==> src/rtl/sipo_deser.sv <==
// MSB-first serial-to-parallel deserializer with frame-start alignment, a single
// valid/ready holding register, optional even parity and sticky error flags.
module sipo_deser #(
    parameter int WIDTH     = 8,
    parameter bit PARITY_EN = 1'b0
) (
    input  logic             clk,
    input  logic             rstn,
    input  logic             i_sin_valid,
    input  logic             i_sin_bit,
    input  logic             i_sin_start,
    output logic [WIDTH-1:0] o_out_data,
    output logic             o_out_valid,
    input  logic             i_out_ready,
    output logic             o_busy,
    output logic             o_overflow,
    output logic             o_parity_err,
    input  logic             i_clr_err
);

    localparam int CNT_W = $clog2(WIDTH + 1);

    typedef enum logic [1:0] {
        S_IDLE = 2'd0,
        S_DATA = 2'd1,
        S_PAR  = 2'd2
    } state_t;

    state_t             r_state;
    logic [WIDTH-1:0]   r_shreg;
    logic [CNT_W-1:0]   r_cnt;
    logic [WIDTH-1:0]   r_out_data;
    logic               r_out_valid;
    logic               r_overflow;
    logic               r_parity_err;

    logic [WIDTH-1:0]   w_shift;
    logic [WIDTH-1:0]   w_first;
    logic [WIDTH-1:0]   w_word;
    logic               w_last_data;
    logic               w_complete;
    logic               w_par_bad;
    logic               w_load;
    logic               w_drop;
    logic               w_xfer;

    // Even parity: data bits plus parity bit must XOR to zero.
    function automatic logic f_par_fail(input logic [WIDTH-1:0] d, input logic p);
        return (^d) ^ p;
    endfunction

    always_comb begin
        w_shift     = {r_shreg[WIDTH-2:0], i_sin_bit};
        w_first     = {{(WIDTH-1){1'b0}}, i_sin_bit};
        w_last_data = (r_cnt == CNT_W'(WIDTH - 1));
        w_complete  = 1'b0;
        w_par_bad   = 1'b0;
        w_word      = w_shift;
        if (i_sin_valid && !i_sin_start) begin
            case (r_state)
                S_DATA: begin
                    if (w_last_data && !PARITY_EN) begin
                        w_complete = 1'b1;
                    end
                end
                S_PAR: begin
                    if (f_par_fail(r_shreg, i_sin_bit)) begin
                        w_par_bad = 1'b1;
                    end else begin
                        w_complete = 1'b1;
                        w_word     = r_shreg;
                    end
                end
                default: ;
            endcase
        end
        w_xfer = r_out_valid && i_out_ready;
        // A transfer in the same cycle frees the holding register for the new word.
        w_load = w_complete && (!r_out_valid || i_out_ready);
        w_drop = w_complete && !w_load;
    end

    always_ff @(posedge clk) begin
        if (!rstn) begin
            r_state      <= S_IDLE;
            r_shreg      <= '0;
            r_cnt        <= '0;
            r_out_data   <= '0;
            r_out_valid  <= 1'b0;
            r_overflow   <= 1'b0;
            r_parity_err <= 1'b0;
        end else begin
            if (i_sin_valid) begin
                case (r_state)
                    S_IDLE: begin
                        if (i_sin_start) begin
                            r_shreg <= w_first;
                            r_cnt   <= CNT_W'(1);
                            r_state <= S_DATA;
                        end
                    end
                    S_DATA: begin
                        if (i_sin_start) begin
                            r_shreg <= w_first;
                            r_cnt   <= CNT_W'(1);
                        end else begin
                            r_shreg <= w_shift;
                            r_cnt   <= r_cnt + CNT_W'(1);
                            if (w_last_data) begin
                                r_state <= PARITY_EN ? S_PAR : S_IDLE;
                            end
                        end
                    end
                    S_PAR: begin
                        if (i_sin_start) begin
                            r_shreg <= w_first;
                            r_cnt   <= CNT_W'(1);
                            r_state <= S_DATA;
                        end else begin
                            r_state <= S_IDLE;
                        end
                    end
                    default: r_state <= S_IDLE;
                endcase
            end

            if (w_load) begin
                r_out_data  <= w_word;
                r_out_valid <= 1'b1;
            end else if (w_xfer) begin
                r_out_valid <= 1'b0;
            end

            // Clear first so a coincident error event still sets its flag.
            if (i_clr_err) begin
                r_overflow   <= 1'b0;
                r_parity_err <= 1'b0;
            end
            if (w_drop) begin
                r_overflow <= 1'b1;
            end
            if (w_par_bad) begin
                r_parity_err <= 1'b1;
            end
        end
    end

    assign o_out_data   = r_out_data;
    assign o_out_valid  = r_out_valid;
    assign o_busy       = (r_state != S_IDLE);
    assign o_overflow   = r_overflow;
    assign o_parity_err = r_parity_err;

endmodule
==> config.mk <==
export PLATFORM = sky130hd
export DESIGN_NAME = sipo_deser
export DESIGN_NICKNAME = d
export VERILOG_FILES = /design/src/rtl/sipo_deser.sv
export SDC_FILE = /design/constraint.sdc
export NUM_CORES = 1
export LEC_CHECK = 0
export CORE_UTILIZATION = 52
export DETAILED_ROUTE_END_ITERATION = 10
export GPL_ROUTABILITY_DRIVEN = 0
export PLACE_DENSITY = 0.93
export SLEW_MARGIN = 10
export SYNTH_ARGS = -nofsm -noshare
export SYNTH_HDL_FRONTEND = slang
export SYNTH_SLANG_ARGS = --single-unit
==> constraint.sdc <==
create_clock -name clk -period 2.6 [get_ports clk]
set_input_delay 0.39 -clock clk [delete_from_list [all_inputs] [get_ports clk]]
set_output_delay 0.39 -clock clk [all_outputs]
set_load 0.005 [all_outputs]
==> summary.txt, run 1 <==
outcome = complete, no violations
ANT cells = 0
routed vias/inst = 5.47
Pre-antenna DRT Iters = 4
Syn Area/Cell = 9.92 um^2
number of max-cap violations = 0
share of cells above drive strength 1 = 0.0818
IO Port Bufs = 17
Clk pwr share = 0.409
biggest area consumer among synthesized cells = dfxtp_1
critical path fanouts, max = 8
P_int = 516 uW
Worst Tran Pin Value = 499 ps
top-count cell post-synth = dfxtp_1
EDFF count, synth = 0
Critical path buffers and inverters = 1
Die Height = 44.3 um
1st-iter DRT viols = 12
Synth cell types = 28
CP startpoint kind = flip-flop
area of the core = 1590 um^2
worst path cell trace = clkdlybuf4s50_1
Worst-path clk slew = 130 ps
ANT nets after route = 0
Peak VDD IR = 0.000441 V
max-slew violation count = 0
Rel. slew slack = 0.666
vias in the first global route = 683
site row count = 14
RSZ-0062 raised after global routing = no
WL/cell = 13.1 um
hold crit path type = flip-flop to flip-flop
PwrDens = 559 nW/um^2
Syn. warnings = 0
CP Capture Type = output pin
P&R area growth vs syn = 24.6%
CTS tree = yes
skew final = 0.968 ps
syn nets = 102
CP peak stage delay = 580 ps
Inserted Clock Buffers = 3
Synth top area share = 0.472
Syn Inst Count = 94
initial antenna violation count = 0
Switch Pwr = 133 uW
I/O pins = 19
Residual DRC = 0
Post-synth top cells = dfxtp_1, nand2_1, mux2i_1
Max Buffers Root-to-Sink = 2
top_reg_cell synth = dfxtp_1
DP HPWL = 1200 um
Finished Cell Area = 1160 um^2
Leak Pwr = 0.000431 uW
GRT Overall Usage = 0.213
Post-CTS Hold Fix Bufs = 0
quantity of gates resized following cts = 0
CP max stage cell = clkdlybuf4s50_1
Synth area leaders = dfxtp_1, mux2i_1, nand2_1, nor2b_1, a22oi_1
clock sink total = 22
Overflow after GRT = 0
async set-reset flop share out of synthesis = 0
#FFs+latches synth = 22
H-tree depth = 1
postcts setup bufs = 0
Total Wirelength = 1760 um
Sw Ratio = 0.206
Setup TNS = 0 ps
largest net degree at the start of global routing = 32
Worst EP arrival = 1430 ps
Tcrit/Tclk final = 0.701
Root Buffer = clkbuf_4
vias = 733
Design Power = 649 uW
first-pass GRT wire length = 2970 um
# setup viols final = 0
Cell Area, Placed = 1110 um^2
chip width = 44.3 um
Gate power share = 0.058
worst endpoint required time = 2210 ps
final net count = 119
delay-heaviest family, CP = buffers and inverters
Initial Util = 0.585
synthesized area = 932 um^2
final hold vios = 0
latest clock arrival within the worst-skew pair = 310 ps
Worst Slack Setup Final = 776 ps
shortest period the worst path allows = 1820 ps
Crit Path Class = flip-flop to output pin
DIE AREA = 1970 um^2
worst slack, placed = 632 ps
Max Clock Freq = 548 MHz
sequential power share = 0.533
post-synthesis sequential area ratio = 0.472
## through the flow
stage	instances	utilization	hold slack, ps
2_1_floorplan	94	-	438
3_3_place_gp	130	0.695	442
3_5_place_dp	130	0.695	449
4_1_cts	134	0.728	467
5_1_grt	134	0.728	486
6_report	134	0.728	463
## layout make-up
class                      count  area (um^2)
clock buffer                   3         22.5
clock inverter                 1         30.0
fill                         121          433
inverter                       1         3.75
multi-input combinational     65          457
sequential                    22          440
tap                           24         30.0
timing repair buffer          18          178
## power groups by stage
stage	combinational [uW]	sequential (uW)	clock (uW)
6_report	37.8	346	266
5_1_grt	41.7	347	279
4_1_cts	37.8	346	264
3_5_place_dp	37.5	353	0
3_3_place_gp	36.7	353	0
2_1_floorplan	24.7	351	0
## tightest hold or removal path, delay by kind of cell, from the launching register on
family / cells / cell delay (ps)
multiplexers: 1 / 50
AND/OR/NAND/NOR: 1 / 50
flip-flops: 1 / 330
## flip-flops by register name, indices dropped and copies added, names as in the netlist
signal and cells:
o_out_data 8, r_shreg 7, r_cnt 4, o_out_valid 1, o_overflow 1, r_state 1
## cells in the final DEF, fill, tap and decap left out, types with 2 or more instances in the layout
master and instances:
dfxtp_1 22, clkdlybuf4s50_1 17, nand2_1 16, mux2i_1 10, nor2b_1 9, a22oi_1 7, o21a_1 3, clkbuf_4 3
and3b_1 2, a21oi_1 2
## worst paths after layout
kind	slack [ps]	startpoint	cells past startpoint	to
setup reg to reg	900	r_cnt[0]$_SDFFE_PN0P_	4	o_out_data[7]$_SDFFE_PN0P_
setup / recovery	780	r_state[0]$_SDFFE_PN0P_	1	o_busy
hold / removal	460	o_out_data[6]$_SDFFE_PN0P_	2	o_out_data[6]$_SDFFE_PN0P_
hold reg to reg	460	o_out_data[6]$_SDFFE_PN0P_	2	o_out_data[6]$_SDFFE_PN0P_
## cells by family (layout without fill, tap and decap cells)
kind of cell	after synthesis	in the layout	synth area share
muxes	10	10	0.107
adders and majority gates	1	1	0.0134
and+or+nand+nor	36	36	0.232
buffers and inverters	7	23	0.0376
other	1	1	0.00402
AOI/OAI and AO/OA	17	17	0.133
DFF	22	22	0.472
## layer usage
| metal | track usage | part of all wire |
|---|---|---|
| met5 | 0 | 0 |
| met4 | 0.115 | 0.019 |
| met3 | 0.0408 | 0.045 |
| met2 | 0.359 | 0.50 |
| met1 | 0.254 | 0.43 |
No activity file was read; power rests on OpenSTA's default activity.
==> run 2, diff against run 1 <==
Settings changed: CORE_UTILIZATION 52 to 49, PLACE_DENSITY 0.93 to 0.89.
Clock period 2.6 ns to 1.7 ns, I/O delays scaled along.
==> summary.txt, run 2 (synthesized netlist as in run 1, its figures left out) <==
outcome = complete, no violations
DP HPWL = 1110 um
CTS tree = yes
most common cell after layout, fill and taps aside = dfxtp_1
I/O pins = 19
routed vias/inst = 5.32
Critical Path Sink = o_busy
Sw Ratio = 0.226
Max Clock Freq = 653 MHz
# setup viols final = 0
commonest non-fill, non-tap cells in the layout = dfxtp_1, clkdlybuf4s50_1, nand2_1
final net count = 120
max reg flops = 8
site row count = 15
GRT Overall Usage = 0.174
P&R area growth vs syn = 23.8%
largest net degree at the start of global routing = 31
max-slew violation count = 0
skew final = 1.69 ps
Switch Pwr = 185 uW
Peak VDD IR = 0.000464 V
worst path cell trace = clkdlybuf4s50_1
Overflow after GRT = 0
R2R Setup Slk = 240 ps
area of the core = 1750 um^2
worst r2r src = r_cnt[0]$_SDFFE_PN0P_
WL/cell = 11.4 um
clock sink total = 22
Root Buffer = clkbuf_4
ANT nets after route = 0
Tcrit/Tclk final = 0.900
first-pass GRT wire length = 2550 um
Worst-path clk slew = 110 ps
WP depth = 1
worst endpoint required time = 1440 ps
P_int = 633 uW
share of cells above drive strength 1 = 0.0909
Total Wirelength = 1540 um
chip width = 45.6 um
Pre-antenna DRT Iters = 4
Setup TNS = 0 ps
hold crit path type = flip-flop to flip-flop
CP startpoint kind = flip-flop
critical path fanouts, max = 8
Leak Pwr = 0.000425 uW
CP Capture Type = output pin
DIE AREA = 2080 um^2
sequential power share = 0.646
Gate power share = 0.069
RR Endpoint = o_out_data[4]$_SDFFE_PN0P_
CP max stage cell = clkdlybuf4s50_1
shortest period the worst path allows = 1530 ps
initial antenna violation count = 0
Fill cells = 154
CP startpoint = r_state[0]$_SDFFE_PN0P_
IO Port Bufs = 17
Inserted Clock Buffers = 3
ANT cells = 0
Residual DRC = 0
delay-heaviest family, CP = buffers and inverters
Worst EP arrival = 1280 ps
Initial Util = 0.534
PwrDens = 709 nW/um^2
latest clock arrival within the worst-skew pair = 310 ps
H-tree depth = 1
Clk pwr share = 0.284
RSZ-0062 raised after global routing = no
Max Buffers Root-to-Sink = 2
1st-iter DRT viols = 19
vias = 718
final hold vios = 0
vias in the first global route = 611
Crit Path Class = flip-flop to output pin
Final Core Density = 0.661
number of max-cap violations = 0
FF-to-FF path depth = 5
CP peak stage delay = 530 ps
Die Height = 45.6 um
Critical path buffers and inverters = 1
[run 2: area by class of cell]
cell class	instances	area (um^2)	share of cell area
flip-flops and latches	22	442	0.383
repair buffers	19	198	0.171
clock buffers	3	22.5	0.0195
well taps	25	31.3	0.0271
multi-input cells	65	457	0.396
inverters	1	3.75	0.00325
[run 2: stage by stage]
step                      instances  total power [uW]  hold WS (ps)  worst slack, ps  area, um^2
after detailed placement        132               597           450             70.2        1130
after floorplan                  94               574           397              278         932
final                           135               818           463              170        1150
after CTS                       135               825           466             40.4        1150
after global routing            135               856           478              102        1150
after global placement          132               595           441              136        1130
[run 2: worst min-delay path by stage]
| stage | depth (start not counted) | to | startpoint |
|---|---|---|---|
| after floorplan | 2 | o_out_data[0]$_SDFFE_PN0P_ | i_sin_bit |
| after global placement | 2 | o_out_data[0]$_SDFFE_PN0P_ | o_out_data[0]$_SDFFE_PN0P_ |
| after detailed placement | 2 | o_out_data[2]$_SDFFE_PN0P_ | o_out_data[2]$_SDFFE_PN0P_ |
| after CTS | 2 | o_out_data[2]$_SDFFE_PN0P_ | o_out_data[2]$_SDFFE_PN0P_ |
| after global routing | 2 | o_out_data[2]$_SDFFE_PN0P_ | o_out_data[2]$_SDFFE_PN0P_ |
| final | 2 | o_out_data[6]$_SDFFE_PN0P_ | o_out_data[6]$_SDFFE_PN0P_ |
[run 2: power groups by stage]
stage                     registers, uW  logic (uW)  clock network (uW)
final                               529        56.8                 233
after global routing                530        62.5                 263
after CTS                           528        56.7                 240
after detailed placement            540        56.7                   0
after global placement              540        55.5                   0
after floorplan                     536        37.8                   0
[run 2: timing repair]
| item | 4_1_cts | 5_1_grt |
|---|---|---|
| setup endpoints to repair | 0 | 1 |
| hold buffers | 0 | 0 |
| gates resized for setup | 0 | 1 |
| buffers inserted | 0 | 0 |
| endpoints found under the hold margin | 0 | 0 |
[run 2: per-layer routing]
layer  routed length (um)  GRT usage  vias up
li1                     -          -      359
met3                   50     0.0238        3
met4                   35      0.109        0
met5                    0          0        -
met1                  683      0.222      336
met2                  767      0.274       20
==> run 3, diff against run 2 <==
Settings changed: REMOVE_ABC_BUFFERS set to 1.
Clock period 1.7 ns to 1.45 ns, I/O delays scaled along.
==> summary.txt, run 3 (synthesized netlist as in run 1, its figures left out) <==
site row count = 15
WP depth = 1
DIE AREA = 2080 um^2
P&R area growth vs syn = 34.4%
Worst-path clk slew = 120 ps
PwrDens = 825 nW/um^2
CP startpoint kind = flip-flop
FF-to-FF path depth = 5
WL/cell = 12.2 um
final net count = 130
global-route met1 utilization = 0.225
# setup viols final = 0
grt met3 use = 0.0238
worst slack, placed = -120 ps
Leak Pwr = 0.000481 uW
Root Buffer = clkbuf_4
CTS tree = yes
max reg flops = 8
Worst EP arrival = 1180 ps
DP HPWL = 1300 um
share of cells above drive strength 1 = 0.198
critical path fanouts, max = 5
hold depth = 2
Overflow after GRT = 0
ANT cells = 0
clock sink total = 22
Die Height = 45.6 um
max-slew violation count = 0
Tcrit/Tclk final = 0.965
first-pass GRT wire length = 2830 um
Post-CTS Hold Fix Bufs = 0
final hold vios = 0
hold crit path type = flip-flop to flip-flop
Max Buffers Root-to-Sink = 2
commonest non-fill, non-tap cells in the layout = dfxtp_1, clkdlybuf4s50_1, nand2_1
routed vias/inst = 5.25
Peak VDD IR = 0.000597 V
number of max-cap violations = 0
CP max stage cell = clkdlybuf4s50_1
area of the core = 1750 um^2
H-tree depth = 1
latest clock arrival within the worst-skew pair = 290 ps
Residual DRC = 0
Worst Slack Setup Final = 50.9 ps
gr busiest metal = met2
CP Capture Type = output pin
skew final = 7.05 ps
largest net degree at the start of global routing = 14
IO Port Bufs = 17
Setup TNS = 0 ps
Initial Util = 0.534
1st-iter DRT viols = 16
Pre-antenna DRT Iters = 4
delay-heaviest family, CP = buffers and inverters
Max Clock Freq = 715 MHz
outcome = complete, no violations
Critical path buffers and inverters = 1
chip width = 45.6 um
I/O pins = 19
met2 Use GR = 0.340
vias = 766
ANT nets after route = 0
shortest period the worst path allows = 1400 ps
worst path cell trace = clkdlybuf4s50_1
Inserted Clock Buffers = 3
worst hold slack = 469 ps
GRT Overall Usage = 0.189
vias in the first global route = 692
Crit Path Class = flip-flop to output pin
Total Wirelength = 1790 um
CP peak stage delay = 500 ps
worst endpoint required time = 1230 ps
most common cell after layout, fill and taps aside = dfxtp_1
initial antenna violation count = 0
## run 3: cell count changes in the layout (fill, tap and decap cells not counted)
cell and change:
mux2i_1 -1, ha_2 +1, mux2i_2 +1, ha_1 -1, dfxtp_4 +1, dfxtp_1 -1
clkbuf_8 +1, buf_4 +10
## run 3: area by class of cell
cell class,instances,area (um^2)
Multi-Input combinational cell,65,463
Clock buffer,4,36.3
Fill cell,143,493
Timing Repair Buffer,29,273
Inverter,1,3.75
Sequential cell,22,445
Tap cell,25,31.3
## run 3: worst register-to-register path, stage by stage (launching register included)
cell      delay [ps]
dfxtp_2          370
ha_2             230
nand4b_4         130
nor3_4           170
buf_12           170
mux2i_2          220
## run 3: metal layers
layer	share of wire	up-vias
li1	-	378
met1	0.44	363
met2	0.50	23
met3	0.048	2
met4	0.0050	0
met5	0	-
## run 3: final timing paths
| path | startpoint | end | slack [ps] |
|---|---|---|---|
| worst min-delay path | o_out_data[3]$_SDFFE_PN0P_ | o_out_data[3]$_SDFFE_PN0P_ | 470 |
| worst min register to register | o_out_data[3]$_SDFFE_PN0P_ | o_out_data[3]$_SDFFE_PN0P_ | 470 |
| worst max-delay path | r_state[0]$_SDFFE_PN0P_ | o_busy | 50 |
| worst max register to register | r_cnt[1]$_SDFFE_PN0P_ | o_out_data[6]$_SDFFE_PN0P_ | 100 |
## run 3: repair_timing
| item | CTS | global route |
|---|---|---|
| gates resized for setup | 4 | 1 |
| buffers inserted | 0 | 3 |
| endpoints found under the setup margin | 9 | 5 |
| pin swaps | 0 | 1 |
## run 3: stage by stage
stage	power [uW]	util	instance area, um^2	instances
detailed placement	718	0.677	1180	139
floorplan	659	-	901	88
global route	1080	0.718	1250	146
finish	1030	0.718	1250	146
global placement	713	0.677	1180	139
CTS	1040	0.703	1230	143
## run 3: report_power, final
part,switching [uW],internal (uW)
combinational,42.5,54.6
clock,168,153
sequential,5.68,610
total,216,817
